**config.mk**
```make
export PLATFORM = sky130hd
export DESIGN_NAME = bw_seq_mult
export DESIGN_NICKNAME = d
export VERILOG_FILES = /design/src/rtl/bw_pkg.sv /design/src/rtl/bw_row_gen.sv /design/src/rtl/bw_seq_mult.sv
export SDC_FILE = /design/constraint.sdc
export NUM_CORES = 1
export LEC_CHECK = 0
export BUFFER_PORTS_ARGS = -buffer_cell sky130_fd_sc_hd__clkbuf_2
export CAP_MARGIN = 20
export CORE_ASPECT_RATIO = 2
export CORE_MARGIN = 4
export CORE_UTILIZATION = 53
export CTS_BUF_LIST = sky130_fd_sc_hd__clkbuf_16
export CTS_CLUSTER_SIZE = 30
export DETAILED_ROUTE_END_ITERATION = 10
export GPL_ROUTABILITY_DRIVEN = 1
export PLACE_DENSITY = 0.77
export SKIP_CTS_REPAIR_TIMING = 1
export SLEW_MARGIN = 15
export SYNTH_ARGS = -nofsm -noshare
export SYNTH_HDL_FRONTEND = slang
export SYNTH_SLANG_ARGS = --single-unit
```
**constraint.sdc**
```tcl
create_clock -name clk -period 3.6 [get_ports clk]
set_input_delay 0.36 -clock clk [delete_from_list [all_inputs] [get_ports clk]]
set_output_delay 0.36 -clock clk [all_outputs]
set_load 0.01 [all_outputs]
```
**src/rtl/bw_pkg.sv**
```systemverilog
// Shared definitions for the sequential Baugh-Wooley multiplier.
//   bw_state_t : controller states (IDLE, CALC, DONE)
//   bw_corr()  : signed-mode accumulator seed for a given operand width.
package bw_pkg;

  typedef enum logic [1:0] {
    IDLE = 2'd0,
    CALC = 2'd1,
    DONE = 2'd2
  } bw_state_t;

  // Baugh-Wooley correction constant 2^width + 2^(2*width-1), returned in
  // 64 bits. Callers keep the low 2*width bits, which applies the mod.
  function automatic logic [63:0] bw_corr(input int unsigned width);
    logic [63:0] c;
    c = (64'd1 << width) | (64'd1 << (2 * width - 1));
    return c;
  endfunction

endpackage

```
**src/rtl/bw_row_gen.sv**
```systemverilog
// One Baugh-Wooley partial-product row.
//   a_i           : latched multiplicand
//   b_bit_i       : multiplier bit selecting this row
//   last_row_i    : row is the multiplier sign row (i == WIDTH-1)
//   signed_mode_i : 1 = two's complement operands
//   row_o         : WIDTH+1 bit row, zero-extended (top bit always 0)
module bw_row_gen
  import bw_pkg::*;
#(
  parameter int WIDTH = 8
) (
  input  logic [WIDTH-1:0] a_i,
  input  logic             b_bit_i,
  input  logic             last_row_i,
  input  logic             signed_mode_i,
  output logic [WIDTH:0]   row_o
);

  // In signed mode exactly the cross terms (one sign bit, one magnitude bit)
  // are inverted: bit WIDTH-1 on ordinary rows, bits below WIDTH-1 on the
  // last row. The sign*sign term on the last row stays positive.
  always_comb begin
    row_o = '0;
    for (int j = 0; j < WIDTH; j++) begin
      row_o[j] = (a_i[j] & b_bit_i) ^
                 (signed_mode_i & ((j == WIDTH - 1) ^ last_row_i));
    end
  end

endmodule

```
**src/rtl/bw_seq_mult.sv**
```systemverilog
// Sequential Baugh-Wooley multiplier, one partial-product row per clock.
// Ports:
//   clk, rst_n              : clock (rising edge), async active-low reset
//   in_valid / in_ready     : operand handshake (a, b, signed_mode)
//   out_valid / out_ready   : result handshake (p, 2*WIDTH bits)
//   busy                    : high while in CALC
//   dbg_state               : current controller state (bw_state_t encoding)
//
// Handshake: a transfer happens on a rising edge where valid && ready are
// both high. valid never waits on ready; once out_valid is high, p is held
// unchanged until the edge that sees out_ready high.
module bw_seq_mult
  import bw_pkg::*;
#(
  parameter  int WIDTH = 8,
  localparam int CNT_W = $clog2(WIDTH)
) (
  input  logic                 clk,
  input  logic                 rst_n,
  input  logic                 in_valid,
  output logic                 in_ready,
  input  logic [WIDTH-1:0]     a,
  input  logic [WIDTH-1:0]     b,
  input  logic                 signed_mode,
  output logic                 out_valid,
  input  logic                 out_ready,
  output logic [2*WIDTH-1:0]   p,
  output logic                 busy,
  output logic [1:0]           dbg_state
);

  localparam logic [63:0]        CORR_FULL = bw_corr(WIDTH);
  localparam logic [2*WIDTH-1:0] CORR      = CORR_FULL[2*WIDTH-1:0];

  bw_state_t            state_q;
  logic [WIDTH-1:0]     a_q;
  logic [WIDTH-1:0]     b_q;
  logic                 sm_q;
  logic [CNT_W-1:0]     cnt_q;
  logic [2*WIDTH-1:0]   acc_q;
  logic [2*WIDTH-1:0]   acc_d;
  logic [2*WIDTH-1:0]   p_q;
  logic                 out_valid_q;
  logic [WIDTH:0]       row;
  logic [2*WIDTH-1:0]   row_sh;
  logic                 last_row;
  logic                 accept;

  assign last_row = (cnt_q == CNT_W'(WIDTH - 1));

  bw_row_gen #(.WIDTH(WIDTH)) u_row (
    .a_i           (a_q),
    .b_bit_i       (b_q[cnt_q]),
    .last_row_i    (last_row),
    .signed_mode_i (sm_q),
    .row_o         (row)
  );

  always_comb begin
    row_sh = {{(WIDTH - 1){1'b0}}, row} << cnt_q;
    acc_d  = acc_q + row_sh;
  end

  // A finished result may be replaced in the same cycle it is consumed.
  assign in_ready  = (state_q == IDLE) || ((state_q == DONE) && out_ready);
  assign accept    = in_valid && in_ready;
  assign out_valid = out_valid_q;
  assign p         = p_q;
  assign busy      = (state_q == CALC);
  assign dbg_state = state_q;

  always_ff @(posedge clk or negedge rst_n) begin
    if (!rst_n) begin
      state_q     <= IDLE;
      a_q         <= '0;
      b_q         <= '0;
      sm_q        <= 1'b0;
      cnt_q       <= '0;
      acc_q       <= '0;
      p_q         <= '0;
      out_valid_q <= 1'b0;
    end else if (accept) begin
      // Accept is only possible in IDLE or DONE; any held result is consumed.
      a_q         <= a;
      b_q         <= b;
      sm_q        <= signed_mode;
      cnt_q       <= '0;
      acc_q       <= signed_mode ? CORR : '0;
      out_valid_q <= 1'b0;
      state_q     <= CALC;
    end else begin
      case (state_q)
        CALC: begin
          acc_q <= acc_d;
          cnt_q <= cnt_q + 1'b1;
          if (last_row) begin
            p_q         <= acc_d;
            out_valid_q <= 1'b1;
            state_q     <= DONE;
          end
        end
        DONE: begin
          if (out_ready) begin
            out_valid_q <= 1'b0;
            state_q     <= IDLE;
          end
        end
        default: ;
      endcase
    end
  end

endmodule

```
==> metrics.md <==
| Metric | Value |
|---|---|
| Status | complete, but fails checks |
| Failing checks | negative setup slack |
| Seq/Total Area, Yosys | 0.393 |
| Setup Skew | 0.00382 ns |
| HPWL after DPL | ~6.1 mm |
| Synth Area in Adders | 0.0714 |
| Fill cells | roughly 480 |
| CTS tree | built |
| Remaining DRCs | 0 |
| IO buf count | 41 |
| Final Cell Area | 0.00440 mm² |
| CP Cell Sequence | mux4_2 > mux2i_4 > a21oi_2 > a211o_1 > mux2i_1 > mux2i_1 > ha_1 > a2111o_1 > o211ai_1 > a311oi_1 > or3_1 > a32o_1 |
| Row cnt | 41 |
| Maxcap violations | 0 |
| Die Wd | 64.9 µm |
| Max-slew violation count | 0 |
| Asr flop ratio synth | 1.00 |
| Main combinational cell family by area after synthesis | compound AO/OA/AOI/OAI gates |
| Area of the multi-input gates | 0.00219 mm² |
| Total CTS buffers | 5 |
| Routed vias/inst | around 5.7 |
| Setup TNS Final | -0.680 ns |
| Layout Cells excl Fill | 516 |
| Synthesis-to-layout area growth | 28.0% |
| Cell variety after synth | 55 |
| Yosys warns | 0 |
| Initial DRC count | 171 |
| Mapped Nets | 402 |
| Simple-gate portion of the synthesized area | 0.141 |
| ANT nets after route | 0 |
| Nets | 469 |
| GP Congestion | about 0.93 |
| CP Capture Type | flip-flop |
| Mux share of post-synthesis cell area | 0.131 |
| Pin count of the biggest net entering global routing | 43 |
| Placed Cells | 500 |
| DRT Wirelength | 8.58 mm |
| Root Buffer | clkbuf_16 |
| Max-slew headroom | 0.336 |
| WP data arrival | 4.02 ns |
| CP max stage delay | 0.57 ns |
| Synth Cell Area | 0.00344 mm² |
| CP Max Fanout | 8 |
| CP delay by family, top | compound AO/OA/AOI/OAI gates |
| Gr usage total | 0.219 |
| Deepest clock path buffer count | 2 |
| Placed Instance Area | 0.00391 mm² |
| Number of buffers and inverters on the critical path | 0 |
| Post-synthesis area per instance | 9.49 µm² |
| Synth Register Bits | 54 |
| Clock-pin slew on the worst setup and hold paths | 0.07 ns |
| # setup viols final | 4 |
| First-pass GRT wire length | 13.3 mm |
| CP required | 3.79 ns |
| Ys flop type | dfrtp_1 |
| Post-Synthesis Cells | 362 |
| Worst reg2reg setup slack | -0.23 ns |
| DR WL/cell | 16.6 µm |
| Max Clk Rate | 261 MHz |
| Ranking of synthesized cells by area | dfrtp_1 39%, ha_1 6.6%, mux2_2 6.2% |
| Post-synth EDFFs | 0 |
| Htree depth | 2 |
| Hold Path Class | primary input to flip-flop |
| Most common cell in the netlist | dfrtp_1 |
| Sink Count | 54 |
| Reg area | roughly 0.0014 mm² |
| Drt pass-1 iters | 4 |
| Gr ovfl total | 0 |
| Synth top area share | 0.393 |
| Yosys top cell by area | dfrtp_1 |
| Vias | 2,949 |
| Fin crit period | between 3 and 4 ns |
| Most instantiated cells after synthesis | 54 x dfrtp_1, 50 x nand2_1, 31 x o21ai_0 |
| I/O pins | 42 |
| Final core utilization | 0.697 |
| Worst skew pair latency | 0.30 ns |
| Initial Util | 0.545 |
| Core ar. | 0.00631 mm² |
| Crit Path Category | flip-flop to flip-flop |
| Die height | 122 µm |
| CP Launch Type | flip-flop |
| Final Hold Fails | 0 |
| Die Area | 0.00791 mm² |
| Critical Path Most Common Cell | mux2i_1 |
| Synth Area in XOR/XNOR | 0.0510 |
| Share of post-route cells with drive strength above 1 | 0.358 |
| Least-Margin Pin Slew | 0.994 ns |
| RSZ-0062 raised after global routing | true |
| Setup ws final | -0.228 ns |
| Complex-gate fraction of the synthesized area | 0.170 |
| Initial antenna violation count | 0 |
| Final worst path period share | 1.06 |
| CP max stage cell | mux4_2 |
| # diodes | 0 |
| Vias in the first global route | ~2,900 |
-- through the flow --
step                setup WS (ns)  hold WS (ns)
finish                     -0.228         0.289
floorplan                 0.00930        0.0644
CTS                        -0.313       -0.0507
global placement           -0.204         0.255
global route               -0.400         0.282
detailed placement         -0.304         0.273
-- flip-flops by register name, indices dropped and copies added, names as in the netlist --
| name | flops |
|---|---|
| p | 16 |
| sm_q | 1 |
| a_q | 8 |
| b_q | 8 |
| cnt_q | 3 |
| dbg_state | 2 |
| acc_q | 16 |
-- worst register-to-register path, delay by kind of cell (launching register included) --
kind / cells / cell delay [ns]
AOI/OAI and AO/OA: 6 / 1.48
muxes: 4 / 1.14
DFF: 1 / 0.42
and+or+nand+nor: 1 / 0.36
adders and majority gates: 1 / 0.32
-- cell usage in the layout (no fill, tap or decap), types with 10 or more instances in the layout --
cell	Yosys	layout
nand2_1	50	47
clkbuf_2	0	41
mux2_2	19	19
dfrtp_1	54	53
o22ai_1	11	10
nor2_1	24	23
o21ai_0	31	24
buf_4	1	34
inv_1	10	11
mux2i_1	17	17
-- cell type report --
class                           instances  share of cell area
Clock buffer                            5              0.0285
Clock inverter                          3             0.00939
Inverter                               11             0.00939
Multi-Input combinational cell        276               0.499
Sequential cell                        54               0.308
Tap cell                               86              0.0245
Timing Repair Buffer                   81               0.122
-- cells by family after synthesis --
group | after synthesis
adders and majority gates | 19
buffers and inverters | 32
muxes | 39
xor gates and xnor gates | 20
DFF | 54
AOI/OAI and AO/OA | 92
and+or+nand+nor | 106
-- final timing paths --
kind / end / depth (start not counted) / startpoint
worst max-delay path: acc_q[12] / 12 / cnt_q[1]
worst min-delay path: a_q[5] / 2 / a[5]
worst max register to register: acc_q[12] / 12 / cnt_q[1]
worst min register to register: p[10] / 2 / p[10]
max in group asynchronous: cnt_q[1] / 3 / rst_n
min in group asynchronous: b_q[6] / 2 / rst_n
-- per-layer routing --
layer,up-vias,global-route usage,wire [µm]
li1,1423,-,-
met1,1432,0.230,3150
met2,78,0.409,4940
met3,16,0.0397,285
met4,0,0.105,210
met5,-,0,0
Power is not shown: default switching activity piles up to over one toggle a cycle in this logic, so the estimate is an artifact.
